File: src/rtl/spi_slave_port.sv
// ---------------------------------------------------------------------------
// spi_slave_port
//
// Word-oriented SPI slave (mode 0, MSB first) running entirely on the system
// clock. SCLK, CS and MOSI are oversampled through synchronizer chains. Edges
// are detected after the chain and act SYNC_STAGES+1 clk after the pin edge.
// One WIDTH-bit word is exchanged per CS window.
//
// Ports
//   clk       system clock, all state on its rising edge
//   rst       asynchronous, active-low reset
//   SPI_SCLK  serial clock from master (idle low)
//   SPI_CS    chip select from master (active low)
//   SPI_MOSI  serial data from master
//   SPI_MISO  serial data to master (driven low when not shifting)
//   tx_data   word to send on the next transfer
//   tx_wr     1-cycle strobe: latch tx_data into the single-entry TX buffer
//   tx_full   TX buffer holds a word not yet sent
//   rx_data   last complete word received, held until the next one
//   rx_valid  1-cycle pulse: rx_data updated
//   abort     1-cycle pulse: CS released before WIDTH bits were clocked
// ---------------------------------------------------------------------------
module spi_slave_port #(
    parameter int               WIDTH       = 32,
    parameter int               SYNC_STAGES = 2,
    parameter logic [WIDTH-1:0] IDLE_WORD   = '0
) (
    input  logic             clk,
    input  logic             rst,
    input  logic             SPI_SCLK,
    input  logic             SPI_CS,
    input  logic             SPI_MOSI,
    output logic             SPI_MISO,
    input  logic [WIDTH-1:0] tx_data,
    input  logic             tx_wr,
    output logic             tx_full,
    output logic [WIDTH-1:0] rx_data,
    output logic             rx_valid,
    output logic             abort
);

    localparam int CW = $clog2(WIDTH + 1);

    typedef enum logic [1:0] {
        ST_IDLE  = 2'd0,
        ST_SHIFT = 2'd1,
        ST_DONE  = 2'd2
    } state_t;

    // Synchronizer chains: bit 0 is the first flop, bit SYNC_STAGES-1 the last.
    logic [SYNC_STAGES-1:0] sclk_sync_reg;
    logic [SYNC_STAGES-1:0] cs_sync_reg;
    logic [SYNC_STAGES-1:0] mosi_sync_reg;
    logic                   sclk_prev_reg;
    logic                   cs_prev_reg;

    logic sclk_rise;
    logic cs_fall;
    logic cs_rise;
    logic mosi_s;

    state_t           state_reg;
    logic [CW-1:0]    count_reg;
    logic [WIDTH-1:0] shift_tx_reg;
    // The MSB of the receive word is never needed from the shifter itself:
    // the completed word is assembled from these bits plus the final MOSI bit.
    logic [WIDTH-2:0] rx_shift_reg;
    logic [WIDTH-1:0] tx_buf_reg;
    logic             tx_full_reg;
    logic [WIDTH-1:0] rx_data_reg;
    logic             rx_valid_reg;
    logic             abort_reg;

    always_ff @(posedge clk or negedge rst) begin
        if (!rst) begin
            sclk_sync_reg <= '0;
            cs_sync_reg   <= '1;
            mosi_sync_reg <= '0;
            sclk_prev_reg <= 1'b0;
            cs_prev_reg   <= 1'b1;
        end else begin
            sclk_sync_reg <= {sclk_sync_reg[SYNC_STAGES-2:0], SPI_SCLK};
            cs_sync_reg   <= {cs_sync_reg[SYNC_STAGES-2:0], SPI_CS};
            mosi_sync_reg <= {mosi_sync_reg[SYNC_STAGES-2:0], SPI_MOSI};
            sclk_prev_reg <= sclk_sync_reg[SYNC_STAGES-1];
            cs_prev_reg   <= cs_sync_reg[SYNC_STAGES-1];
        end
    end

    assign sclk_rise = sclk_sync_reg[SYNC_STAGES-1] & ~sclk_prev_reg;
    assign cs_fall   = ~cs_sync_reg[SYNC_STAGES-1] & cs_prev_reg;
    assign cs_rise   = cs_sync_reg[SYNC_STAGES-1] & ~cs_prev_reg;
    // MOSI goes through the same number of flops as SCLK, so at the acting
    // SCLK edge this is the bit the master presented before its rise.
    assign mosi_s    = mosi_sync_reg[SYNC_STAGES-1];

    always_ff @(posedge clk or negedge rst) begin
        if (!rst) begin
            state_reg    <= ST_IDLE;
            count_reg    <= '0;
            shift_tx_reg <= '0;
            rx_shift_reg <= '0;
            tx_buf_reg   <= '0;
            tx_full_reg  <= 1'b0;
            rx_data_reg  <= '0;
            rx_valid_reg <= 1'b0;
            abort_reg    <= 1'b0;
        end else begin
            rx_valid_reg <= 1'b0;
            abort_reg    <= 1'b0;

            // Single-entry buffer: the last write wins. The CS-fall branch
            // below may clear tx_full, but only when no write is concurrent.
            if (tx_wr) begin
                tx_buf_reg  <= tx_data;
                tx_full_reg <= 1'b1;
            end

            case (state_reg)
                ST_IDLE: begin
                    if (cs_fall) begin
                        shift_tx_reg <= tx_full_reg ? tx_buf_reg : IDLE_WORD;
                        if (!tx_wr) begin
                            tx_full_reg <= 1'b0;
                        end
                        count_reg <= '0;
                        state_reg <= ST_SHIFT;
                    end
                end

                ST_SHIFT: begin
                    if (cs_rise) begin
                        // Early release: discard the partial word. Clearing
                        // the TX shifter keeps MISO low while idle.
                        abort_reg    <= 1'b1;
                        shift_tx_reg <= '0;
                        state_reg    <= ST_IDLE;
                    end else if (sclk_rise) begin
                        rx_shift_reg <= {rx_shift_reg[WIDTH-3:0], mosi_s};
                        shift_tx_reg <= {shift_tx_reg[WIDTH-2:0], 1'b0};
                        count_reg    <= count_reg + 1'b1;
                        if (count_reg == CW'(WIDTH - 1)) begin
                            rx_data_reg  <= {rx_shift_reg, mosi_s};
                            rx_valid_reg <= 1'b1;
                            state_reg    <= ST_DONE;
                        end
                    end
                end

                ST_DONE: begin
                    // All WIDTH bits are shifted out, so the TX shifter is
                    // already zero and MISO stays low through extra clocks.
                    if (cs_rise) begin
                        state_reg <= ST_IDLE;
                    end
                end

                default: begin
                    shift_tx_reg <= '0;
                    state_reg    <= ST_IDLE;
                end
            endcase
        end
    end

    assign SPI_MISO = shift_tx_reg[WIDTH-1];
    assign tx_full  = tx_full_reg;
    assign rx_data  = rx_data_reg;
    assign rx_valid = rx_valid_reg;
    assign abort    = abort_reg;

endmodule

File: config.mk
export PLATFORM = sky130hd
export DESIGN_NAME = spi_slave_port
export DESIGN_NICKNAME = d
export VERILOG_FILES = /design/src/rtl/spi_slave_port.sv
export SDC_FILE = /design/constraint.sdc
export NUM_CORES = 1
export LEC_CHECK = 0
export BUFFER_PORTS_ARGS = -buffer_cell sky130_fd_sc_hd__buf_2
export CORE_MARGIN = 2
export CORE_UTILIZATION = 61
export DETAILED_ROUTE_END_ITERATION = 16
export GPL_TIMING_DRIVEN = 0
export PLACE_DENSITY = 0.82
export SYNTH_ARGS = -nofsm -noshare
export SYNTH_HDL_FRONTEND = slang
export SYNTH_SLANG_ARGS = --single-unit
File: constraint.sdc
create_clock -name clk -period 4.2 [get_ports clk]
set_input_delay 0.42 -clock clk [delete_from_list [all_inputs] [get_ports clk]]
set_output_delay 0.42 -clock clk [all_outputs]
set_load 0.02 [all_outputs]
---- Word-level counts from Yosys, hierarchy flattened ----
Cells that the tools add are included.
storage, ports and cells
  output and inout bits ................... 36
  logic and storage cells ................. 64
  register bits ........................... 146
  input bits .............................. 38
cells by class
  bitwise operators ....................... 8
  reductions and logical operators ........ 7
  multiplexer cells ....................... 25
  equality and inequality tests ........... 9
  $add $sub $neg .......................... 1
operators with widths
  cell                   count
  $mux W32               4
  $pmux W32 S3           1
  $mux W6                3
  $pmux W6 S2            1
  $reduce_and A4 Y1      3
  $mux W1                10
  $mux W2                5
  $ne A2 B2 Y1 const B   4
  $add A6 B1 Y6 const B  1
  $eq A6 B5 Y1 const B   1
  $ne A3 B3 Y1 const B   2
  $pmux W2 S3            1
  $reduce_and A3 Y1      2
  $not A1 Y1             5
  $and A1 B1 Y1          3
  $eq A2 B1 Y1 const B   1
  $eq A2 B2 Y1 const B   1
  $logic_not A2 Y1       1
  $reduce_bool A2 Y1     1

---- Depth between registers and ports, before layout ----
Gate-level depths: netlist (run 1).
  word-level depth ........................ 5
  gate-level depth with buffers ........... 7
  gate-level depth less buffers ........... 5

---- Worst setup path before layout (run 1) ----
Ideal clock, no wire load.
  path kind ............................... register -> register
  start ................................... reg count_reg[0]
  end ..................................... reg rx_data_reg[20] (netlist: rx_data[20])
  slack ................................... 2,345 ps
  buffers on the path ..................... 2
  stages on the path, launching flop included .. 8
  data arrival time ....................... 1,727 ps
  library setup time ...................... 128 ps
  clock period less this slack ............ 1,855 ps
  required time ........................... 4,072 ps
  path through ............................ dfrtp_1 -> ha_1 -> inv_1 -> or3_1 -> nand2b_1 -> buf_2 -> buf_2 -> mux2_1
between the ends
  cells in the longest elaborated chain, start to end .. 2
RTL lines
  what                                RTL line  source
  start: declaration                  63        logic [CW-1:0] count_reg;
  start signal: assignment            141       count_reg <= count_reg + 1'b1;
  $eq A6 B5 Y1                        142       if (count_reg == CW'(WIDTH - 1)) begin
  $reduce_and A4 Y1 (no source line)  n/a
  end signal: assignment              143       rx_data_reg <= {rx_shift_reg, mosi_s};
  end: declaration                    70        logic [WIDTH-1:0] rx_data_reg;
Every way passes these cells.
A chain may end at the register's enable or synchronous reset.

---- Worst setup path in the final report (run 1) ----
  start ................................... reg cs_sync_reg[1]
  end ..................................... reg rx_data_reg[18] (netlist: rx_data[18])
between the ends
  cells in the longest elaborated chain, start to end .. 3
RTL lines
  what                                RTL line  source
  start: declaration                  52        logic [SYNC_STAGES-1:0] cs_sync_reg;
  start signal: assignment            83        cs_sync_reg <= {cs_sync_reg[SYNC_STAGES-2:0], SPI_CS};
  $and A1 B1 Y1                       92        assign cs_rise = cs_sync_reg[SYNC_STAGES-1] & ~cs_prev_reg;
  $not A1 Y1 (no source line)         n/a
  $reduce_and A4 Y1 (no source line)  n/a
Every way passes these cells.

==> impl_results.html, run 1 <==
<table>
<tr><th>Metric</th><th>Value</th></tr>
<tr><th colspan="2">Run status</th></tr>
<tr><td>Run status</td><td>finished clean</td></tr>
<tr><th colspan="2">Critical path</th></tr>
<tr><td>Worst Path Required</td><td>4600 ps</td></tr>
<tr><td>Most repeated library cell on the critical path</td><td>buf_2</td></tr>
<tr><td>Highest-delay cell along the critical path</td><td>dfstp_2</td></tr>
<tr><td>Kind of launch point of the worst setup path</td><td>flop</td></tr>
<tr><td>Data arrival time at the worst-slack endpoint</td><td>2490 ps</td></tr>
<tr><td>Crit end category</td><td>flop</td></tr>
<tr><td>Worst-path cell chain</td><td>nor2b_1 -&gt; nor3_2 -&gt; nand2b_1 -&gt; buf_2 -&gt; buf_2 -&gt; mux2_2</td></tr>
<tr><td>Critical path type</td><td>flop to flop</td></tr>
<tr><td>CP max stage delay</td><td>590 ps</td></tr>
<tr><td>Length in cells of the worst reg-to-reg path</td><td>6</td></tr>
<tr><td>Maximum fanout along the worst path</td><td>10</td></tr>
<tr><th colspan="2">Timing</th></tr>
<tr><td>Post-Route Setup TNS</td><td>0 ps</td></tr>
<tr><td>Fmax achieved</td><td>478 MHz</td></tr>
<tr><td>Max Clock Skew</td><td>12.8 ps</td></tr>
<tr><td>Clock period minus worst slack</td><td>2090 ps</td></tr>
<tr><td>Hold Fails Final Rpt</td><td>0</td></tr>
<tr><td>Transition time at the pin with the least slew margin</td><td>578 ps</td></tr>
<tr><td>Slew headroom</td><td>61.3%</td></tr>
<tr><td>Final setup violation count</td><td>0</td></tr>
<tr><td>Min Hold Slack</td><td>132 ps</td></tr>
<tr><td>Unrepaired setup endpoints after global routing</td><td>no</td></tr>
<tr><td>Fraction of the cycle the final worst path needs</td><td>49.8%</td></tr>
<tr><td>Final Max Slew Viols</td><td>0</td></tr>
<tr><th colspan="2">GRT</th></tr>
<tr><td>Remaining Overflow, GRT</td><td>0</td></tr>
<tr><td>Initial antenna violation count</td><td>0</td></tr>
<tr><td>GRT busiest layer</td><td>met2</td></tr>
<tr><td>Wire length of the first global-routing pass</td><td>17.7 mm</td></tr>
<tr><td>Global-route met3 utilization</td><td>6.66%</td></tr>
<tr><td>Vias in the first global route</td><td>3,773</td></tr>
<tr><td>Maximum number of pins on one net before global-route repair</td><td>108</td></tr>
<tr><td>Global routing usage on met1</td><td>28.7%</td></tr>
<tr><td>Global Route met2 Usage</td><td>37.5%</td></tr>
<tr><td>Total global routing track utilization</td><td>22.6%</td></tr>
<tr><th colspan="2">Placement</th></tr>
<tr><td>Routability congestion estimate</td><td>0.840</td></tr>
<tr><td>Post-DP HPWL</td><td>6.97 mm</td></tr>
<tr><td>Buffers on Ports</td><td>72</td></tr>
<tr><th colspan="2">Logic synthesis</th></tr>
<tr><td>Synthesized Nets</td><td>486</td></tr>
<tr><td>Post-Syn Instances</td><td>447</td></tr>
<tr><td>Number of different library cells in the post-synthesis netlist</td><td>32</td></tr>
<tr><td>Post-synth design cell area</td><td>5700 µm²</td></tr>
<tr><td>Number of warnings issued by yosys</td><td>0</td></tr>
<tr><td>Synth Register Bits</td><td>146</td></tr>
<tr><td>Mean Syn Cell Area</td><td>12.8 µm²</td></tr>
<tr><td>Sequential share of the synthesized area</td><td>64.1%</td></tr>
<tr><th colspan="2">Clock tree</th></tr>
<tr><td>Root Driver</td><td>clkbuf_8</td></tr>
<tr><td>Deepest level of the CTS H-tree</td><td>4</td></tr>
<tr><td>Total CTS buffers</td><td>17</td></tr>
<tr><td>Post-CTS Hold Buffers</td><td>4</td></tr>
<tr><td>CTS tree</td><td>yes</td></tr>
<tr><td>Number of setup buffers added after CTS</td><td>0</td></tr>
<tr><td>Clock input transition at the sequential cells of the worst setup and hold paths</td><td>70 ps</td></tr>
<tr><td>Clock sink count</td><td>146</td></tr>
<tr><td>Cts repair resizes</td><td>0</td></tr>
<tr><td>Clock latency on the worst-skew pair</td><td>520 ps</td></tr>
<tr><td>Clock tree buffer depth</td><td>2</td></tr>
<tr><th colspan="2">Drt</th></tr>
<tr><td>DRC violations left</td><td>0</td></tr>
<tr><td>Aggregate routed wire length</td><td>10.3 mm</td></tr>
<tr><td>Vias</td><td>3,763</td></tr>
<tr><td>Final routed wire length divided by cell count</td><td>15.4 µm</td></tr>
<tr><td>Number of DRC markers in iteration 0</td><td>199</td></tr>
<tr><td>Drt via density</td><td>5.64</td></tr>
<tr><td>1st-pass router iterations</td><td>4</td></tr>
<tr><td>Antenna-violating nets left</td><td>0</td></tr>
<tr><th colspan="2">Power</th></tr>
<tr><td>Cell area power density</td><td>515 nW/µm²</td></tr>
<tr><td>Lkg Pwr</td><td>3.43 nW</td></tr>
<tr><td>IR drop worst, VDD</td><td>0.336 mV</td></tr>
<tr><th colspan="2">Die</th></tr>
<tr><td>Horizontal die dimension</td><td>101 µm</td></tr>
<tr><td>Row cnt</td><td>35</td></tr>
<tr><td>Die Y-Extent</td><td>101 µm</td></tr>
<tr><td>Number of placed I/O pins</td><td>74</td></tr>
<tr><td>Starting density of the core</td><td>62.3%</td></tr>
<tr><td>Area of the die</td><td>10,100 µm²</td></tr>
<tr><td>Floorplan core area</td><td>9150 µm²</td></tr>
<tr><th colspan="2">Job</th></tr>
<tr><td>Max-cap violations</td><td>0</td></tr>
<tr><th colspan="2">Min path</th></tr>
<tr><td>Tightest Hold Check Type</td><td>input pin to flop</td></tr>
<tr><td>Worst Hold Path Cells</td><td>2</td></tr>
<tr><th colspan="2">Final layout</th></tr>
<tr><td>Layout-stage area growth over the synthesis result</td><td>19.9%</td></tr>
<tr><td>Share of cells above drive strength 1</td><td>32.4%</td></tr>
<tr><td># diodes</td><td>0</td></tr>
<tr><td>Final #Nets</td><td>582</td></tr>
</table>
logic make-up (layout without fill, tap and decap cells):
| kind of cell | after synthesis | after routing | synth area share (%) |
|---|---|---|---|
| mux | 65 | 65 | 12.8 |
| simple gates | 121 | 121 | 9.41 |
| compound gates | 80 | 80 | 11.0 |
| fa+ha+maj | 1 | 1 | 0.219 |
| buf+inv | 34 | 143 | 2.44 |
| flops | 146 | 146 | 64.1 |
Yosys cell counts:
library cell | number | area (µm²)
o31ai_1 | 1 | 7.51
o2bb2ai_1 | 31 | 272
nor2b_1 | 2 | 12.5
or4_1 | 1 | 7.51
or3_1 | 6 | 37.5
o21bai_1 | 1 | 7.51
dfrtp_1 | 143 | 3580
buf_2 | 9 | 45.0
o311ai_0 | 1 | 8.76
mux2i_1 | 1 | 10.0
and3b_1 | 1 | 8.76
nand3b_1 | 1 | 7.51
a22oi_1 | 31 | 233
nor3b_1 | 1 | 7.51
or3b_2 | 1 | 8.76
nor2_1 | 2 | 7.51
inv_1 | 6 | 22.5
a21oi_1 | 7 | 35.0
ha_1 | 1 | 12.5
nor4b_4 | 1 | 23.8
nand2b_1 | 4 | 25.0
a22o_1 | 1 | 8.76
nor3_2 | 1 | 10.0
mux2_1 | 5 | 56.3
dfstp_2 | 3 | 78.8
o21ai_0 | 5 | 25.0
clkbuf_1 | 19 | 71.3
a31oi_4 | 1 | 21.3
nand2_1 | 96 | 360
nand3_1 | 4 | 20.0
a21o_1 | 1 | 7.51
mux2_2 | 59 | 664
cell usage in the layout, fill, tap and decap left out, types with 2 or more instances in the layout:
cell type / synthesis / layout
inv_6: 0 / 4
clkinv_8: 0 / 2
nor2_1: 2 / 2
buf_2: 9 / 80
or3_1: 6 / 6
inv_1: 6 / 6
clkbuf_16: 0 / 16
dlygate4sd3_1: 0 / 4
nand2_1: 96 / 96
o21ai_0: 5 / 5
nor2b_1: 2 / 2
nand3_1: 4 / 4
nand2b_1: 4 / 4
dfstp_2: 3 / 3
a22oi_1: 31 / 31
clkbuf_1: 19 / 19
clkinv_4: 0 / 5
inv_8: 0 / 2
mux2_2: 59 / 59
a21oi_1: 7 / 7
mux2_1: 5 / 5
o2bb2ai_1: 31 / 31
dfrtp_1: 143 / 143
worst max-delay path, delay by kind of cell (launching register included):
kind                   cells  cell delay, ps
buffers and inverters      2             440
DFF                        1             590
muxes                      1             380
and+or+nand+nor            3             560
power by group:
part           internal (mW)  switching [mW]
sequential              1.60           0.120
clock                  0.753           0.635
combinational          0.195           0.223
total                   2.54           0.978
final cells by class:
type,instances,area [µm²]
Timing Repair Buffer,77,434
Clock buffer,17,414
Clock inverter,15,146
Tap cell,111,139
Buffer,28,116
Inverter,6,22.5
Fill cell,589,2320
Multi-Input combinational cell,267,1910
Sequential cell,146,3660
metrics by stage:
stage	cell area, µm²	total power [mW]	setup slack (ps)	instances	utilization (%)
6_report	6840	3.52	2110	667	74.7
5_1_grt	6840	3.70	1970	667	74.7
4_1_cts	6840	3.56	2090	667	74.7
3_5_place_dp	6230	2.15	2100	631	68.1
3_3_place_gp	6200	2.12	813	630	67.8
2_1_floorplan	5700	2.00	2340	447	-
metal layers:
| layer | up-vias | share of wire, % |
|---|---|---|
| li1 | 1781 | - |
| met1 | 1876 | 44 |
| met2 | 97 | 52 |
| met3 | 9 | 3.4 |
| met4 | 0 | 0.78 |
| met5 | - | 0 |
path summary, 6_finish.rpt:
kind / start / end / slack [ps]
setup / recovery: cs_sync_reg[1] / rx_data[18] / 2110
hold / removal: tx_data[17] / tx_buf_reg[17] / 130
setup reg to reg: cs_sync_reg[1] / rx_data[18] / 2110
hold reg to reg: mosi_sync_reg[0] / mosi_sync_reg[1] / 350
max in group asynchronous: rst / count_reg[1] / 3000
min in group asynchronous: rst / rx_data[27] / 380
No activity file was read; power rests on OpenSTA's default activity.
==> run 2: changes to the inputs <==
Settings changed: CORE_UTILIZATION 61 to 57, PLACE_DENSITY 0.82 to 0.77.
Clock period 4.2 ns to 2.2 ns, I/O delays scaled along.
==> impl_results.html, run 2 (synthesis results as in run 1) <==
<table>
<tr><th>Metric</th><th>Value</th></tr>
<tr><th colspan="2">Run status</th></tr>
<tr><td>Run status</td><td>finished clean</td></tr>
<tr><th colspan="2">Timing</th></tr>
<tr><td>Clock period minus worst slack</td><td>2040 ps</td></tr>
<tr><td>Max Clock Skew</td><td>16.7 ps</td></tr>
<tr><td>Final Max Slew Viols</td><td>0</td></tr>
<tr><td>Hold Fails Final Rpt</td><td>0</td></tr>
<tr><td>Post-Route Setup TNS</td><td>0 ps</td></tr>
<tr><td>Final setup violation count</td><td>0</td></tr>
<tr><td>Minimum setup slack in the final design</td><td>164 ps</td></tr>
<tr><td>Fraction of the cycle the final worst path needs</td><td>92.5%</td></tr>
<tr><td>Unrepaired setup endpoints after global routing</td><td>no</td></tr>
<tr><td>Transition time at the pin with the least slew margin</td><td>592 ps</td></tr>
<tr><td>Fmax achieved</td><td>491 MHz</td></tr>
<tr><td>Slew headroom</td><td>60.5%</td></tr>
<tr><th colspan="2">Die</th></tr>
<tr><td>Number of placed I/O pins</td><td>74</td></tr>
<tr><td>Starting density of the core</td><td>58.6%</td></tr>
<tr><td>Row cnt</td><td>36</td></tr>
<tr><td>Area of the die</td><td>10,800 µm²</td></tr>
<tr><td>Die Y-Extent</td><td>104 µm</td></tr>
<tr><td>Horizontal die dimension</td><td>104 µm</td></tr>
<tr><td>Floorplan core area</td><td>9730 µm²</td></tr>
<tr><th colspan="2">Critical path</th></tr>
<tr><td>Worst Path Required</td><td>2610 ps</td></tr>
<tr><td>CP max stage delay</td><td>410 ps</td></tr>
<tr><td>Critical path type</td><td>flop to flop</td></tr>
<tr><td>Kind of launch point of the worst setup path</td><td>flop</td></tr>
<tr><td>Crit end category</td><td>flop</td></tr>
<tr><td>Maximum fanout along the worst path</td><td>10</td></tr>
<tr><td>Reg2Reg Launch Point</td><td>count_reg[0]</td></tr>
<tr><td>Data arrival time at the worst-slack endpoint</td><td>2440 ps</td></tr>
<tr><td>Slack of the worst reg-to-reg path</td><td>160 ps</td></tr>
<tr><td>Length in cells of the worst reg-to-reg path</td><td>7</td></tr>
<tr><td>Top Family by Delay on Critical Path</td><td>simple AND/OR/NAND/NOR gates</td></tr>
<tr><td>Crit Reg-Reg Endpoint</td><td>rx_data[20]</td></tr>
<tr><td>Worst-path cell chain</td><td>ha_1 -&gt; inv_1 -&gt; or3_1 -&gt; nand2b_1 -&gt; buf_2 -&gt; buf_2 -&gt; mux2_1</td></tr>
<tr><td>Most repeated library cell on the critical path</td><td>buf_2</td></tr>
<tr><td>Buf/Inv on CP</td><td>3</td></tr>
<tr><td>Highest-delay cell along the critical path</td><td>or3_1</td></tr>
<tr><th colspan="2">Final layout</th></tr>
<tr><td>Count of filler cells inserted in the layout</td><td>684</td></tr>
<tr><td>Reg area</td><td>3660 µm²</td></tr>
<tr><td># diodes</td><td>0</td></tr>
<tr><td>Post-Route Utilization</td><td>74.1%</td></tr>
<tr><td>Non-filler cells, final</td><td>721</td></tr>
<tr><td>Commonest cells after routing, fill and taps aside</td><td>dfrtp_1, nand2_1, buf_2, mux2_2, dlygate4sd3_1</td></tr>
<tr><td>Share of cells above drive strength 1</td><td>30.8%</td></tr>
<tr><td>Final #Nets</td><td>614</td></tr>
<tr><td>Layout-stage area growth over the synthesis result</td><td>26.4%</td></tr>
<tr><td>Area used by multi-input combinational logic</td><td>1910 µm²</td></tr>
<tr><td>Most frequent standard cell in the layout excluding fill and tap cells</td><td>dfrtp_1</td></tr>
<tr><th colspan="2">GRT</th></tr>
<tr><td>Total global routing track utilization</td><td>21.8%</td></tr>
<tr><td>Remaining Overflow, GRT</td><td>0</td></tr>
<tr><td>Vias in the first global route</td><td>4,005</td></tr>
<tr><td>Wire length of the first global-routing pass</td><td>18.9 mm</td></tr>
<tr><td>Maximum number of pins on one net before global-route repair</td><td>82</td></tr>
<tr><td>Initial antenna violation count</td><td>0</td></tr>
<tr><th colspan="2">Power</th></tr>
<tr><td>Switching Share</td><td>27.6%</td></tr>
<tr><td>Proportion of power drawn by combinational gates</td><td>12.2%</td></tr>
<tr><td>Net switching component of the power</td><td>1.91 mW</td></tr>
<tr><td>Fraction of power consumed by the clock network</td><td>40.5%</td></tr>
<tr><td>Cell area power density</td><td>961 nW/µm²</td></tr>
<tr><td>Internal power</td><td>5.01 mW</td></tr>
<tr><td>IR drop worst, VDD</td><td>0.586 mV</td></tr>
<tr><td>Lkg Pwr</td><td>3.57 nW</td></tr>
<tr><td>Share of total power in sequential cells</td><td>47.3%</td></tr>
<tr><th colspan="2">Drt</th></tr>
<tr><td>DRC violations left</td><td>0</td></tr>
<tr><td>Number of DRC markers in iteration 0</td><td>190</td></tr>
<tr><td>Final routed wire length divided by cell count</td><td>15.1 µm</td></tr>
<tr><td>Aggregate routed wire length</td><td>10.9 mm</td></tr>
<tr><td>Drt via density</td><td>5.39</td></tr>
<tr><td>Antenna-violating nets left</td><td>0</td></tr>
<tr><td>1st-pass router iterations</td><td>5</td></tr>
<tr><td>Vias</td><td>3,889</td></tr>
<tr><th colspan="2">Placement</th></tr>
<tr><td>Routability congestion estimate</td><td>0.808</td></tr>
<tr><td>Post-place setup slack</td><td>78.8 ps</td></tr>
<tr><td>Post-DP HPWL</td><td>6.89 mm</td></tr>
<tr><td>Buffers on Ports</td><td>72</td></tr>
<tr><td>Cell total after placement</td><td>653</td></tr>
<tr><th colspan="2">Min path</th></tr>
<tr><td>Tightest Hold Check Type</td><td>input pin to flop</td></tr>
<tr><td>Worst Hold Path Cells</td><td>2</td></tr>
<tr><td>Startpoint of the worst hold path</td><td>tx_wr</td></tr>
<tr><td>Capture endpoint of the worst hold path</td><td>tx_buf_reg[1]</td></tr>
<tr><th colspan="2">Clock tree</th></tr>
<tr><td>Clock tree buffer depth</td><td>2</td></tr>
<tr><td>Clock sink count</td><td>146</td></tr>
<tr><td>Deepest level of the CTS H-tree</td><td>4</td></tr>
<tr><td>Clock latency on the worst-skew pair</td><td>520 ps</td></tr>
<tr><td>Clock input transition at the sequential cells of the worst setup and hold paths</td><td>70 ps</td></tr>
<tr><td>Number of setup buffers added after CTS</td><td>0</td></tr>
<tr><td>Total CTS buffers</td><td>17</td></tr>
<tr><td>Root Driver</td><td>clkbuf_8</td></tr>
<tr><td>CTS tree</td><td>yes</td></tr>
<tr><th colspan="2">Job</th></tr>
<tr><td>Max-cap violations</td><td>0</td></tr>
</table>
run 2: how the worst max path moves through the flow:
stage / slack [ps] / from / cells after the start / end
final: 160 / count_reg[0] / 7 / rx_data[20]
after global routing: 40 / count_reg[0] / 7 / rx_data[26]
after CTS: 80 / cs_sync_reg[1] / 6 / rx_data[6]
after detailed placement: 80 / cs_sync_reg[1] / 6 / rx_data[11]
after global placement: -1000 / rst / 1 / tx_buf_reg[15]
after floorplan: 340 / count_reg[0] / 7 / rx_data[20]
run 2: through the flow:
stage	hold slack (ps)	power, mW	cell area, µm²
detailed placement	249	4.10	6260
global route	155	7.22	7210
finish	153	6.92	7210
global placement	329	4.05	6230
floorplan	-75.6	3.82	5700
CTS	134	6.95	7200
run 2: worst register-to-register path, cell delays in order (launching register included):
cell and delay [ps]:
dfrtp_1 400, ha_1 190, inv_1 70, or3_1 410, nand2b_1 150, buf_2 170, buf_2 200, mux2_1 330
run 2: layout make-up:
class	count	share of cell area (%)
flip-flops and latches	146	50.8
clock buffers	17	5.75
inverters	6	0.313
repair buffers	109	10.5
clock inverters	15	2.31
multi-input cells	267	26.5
plain buffers	28	1.61
well taps	133	2.31
run 2: metal layers:
| metal | vias to the layer above | track usage, % | wire [µm] |
|---|---|---|---|
| met5 | - | 0 | 0 |
| met4 | 0 | 8.88 | 143 |
| met3 | 14 | 5.45 | 431 |
| met2 | 110 | 35.6 | 5500 |
| met1 | 1926 | 28.2 | 4800 |
| li1 | 1839 | - | - |
run 2: power groups by stage:
| stage | sequential (mW) | combinational [mW] | clock [mW] |
|---|---|---|---|
| CTS | 3.27 | 0.851 | 2.83 |
| global route | 3.31 | 0.945 | 2.96 |
| finish | 3.28 | 0.842 | 2.80 |
| floorplan | 3.25 | 0.563 | 0 |
| detailed placement | 3.31 | 0.795 | 0 |
| global placement | 3.30 | 0.749 | 0 |
run 2: what timing repair did:
item	CTS	global route
gates resized for setup	0	1
endpoints found under the setup margin	0	3
hold buffers	36	0
hold endpoints to repair	97	0
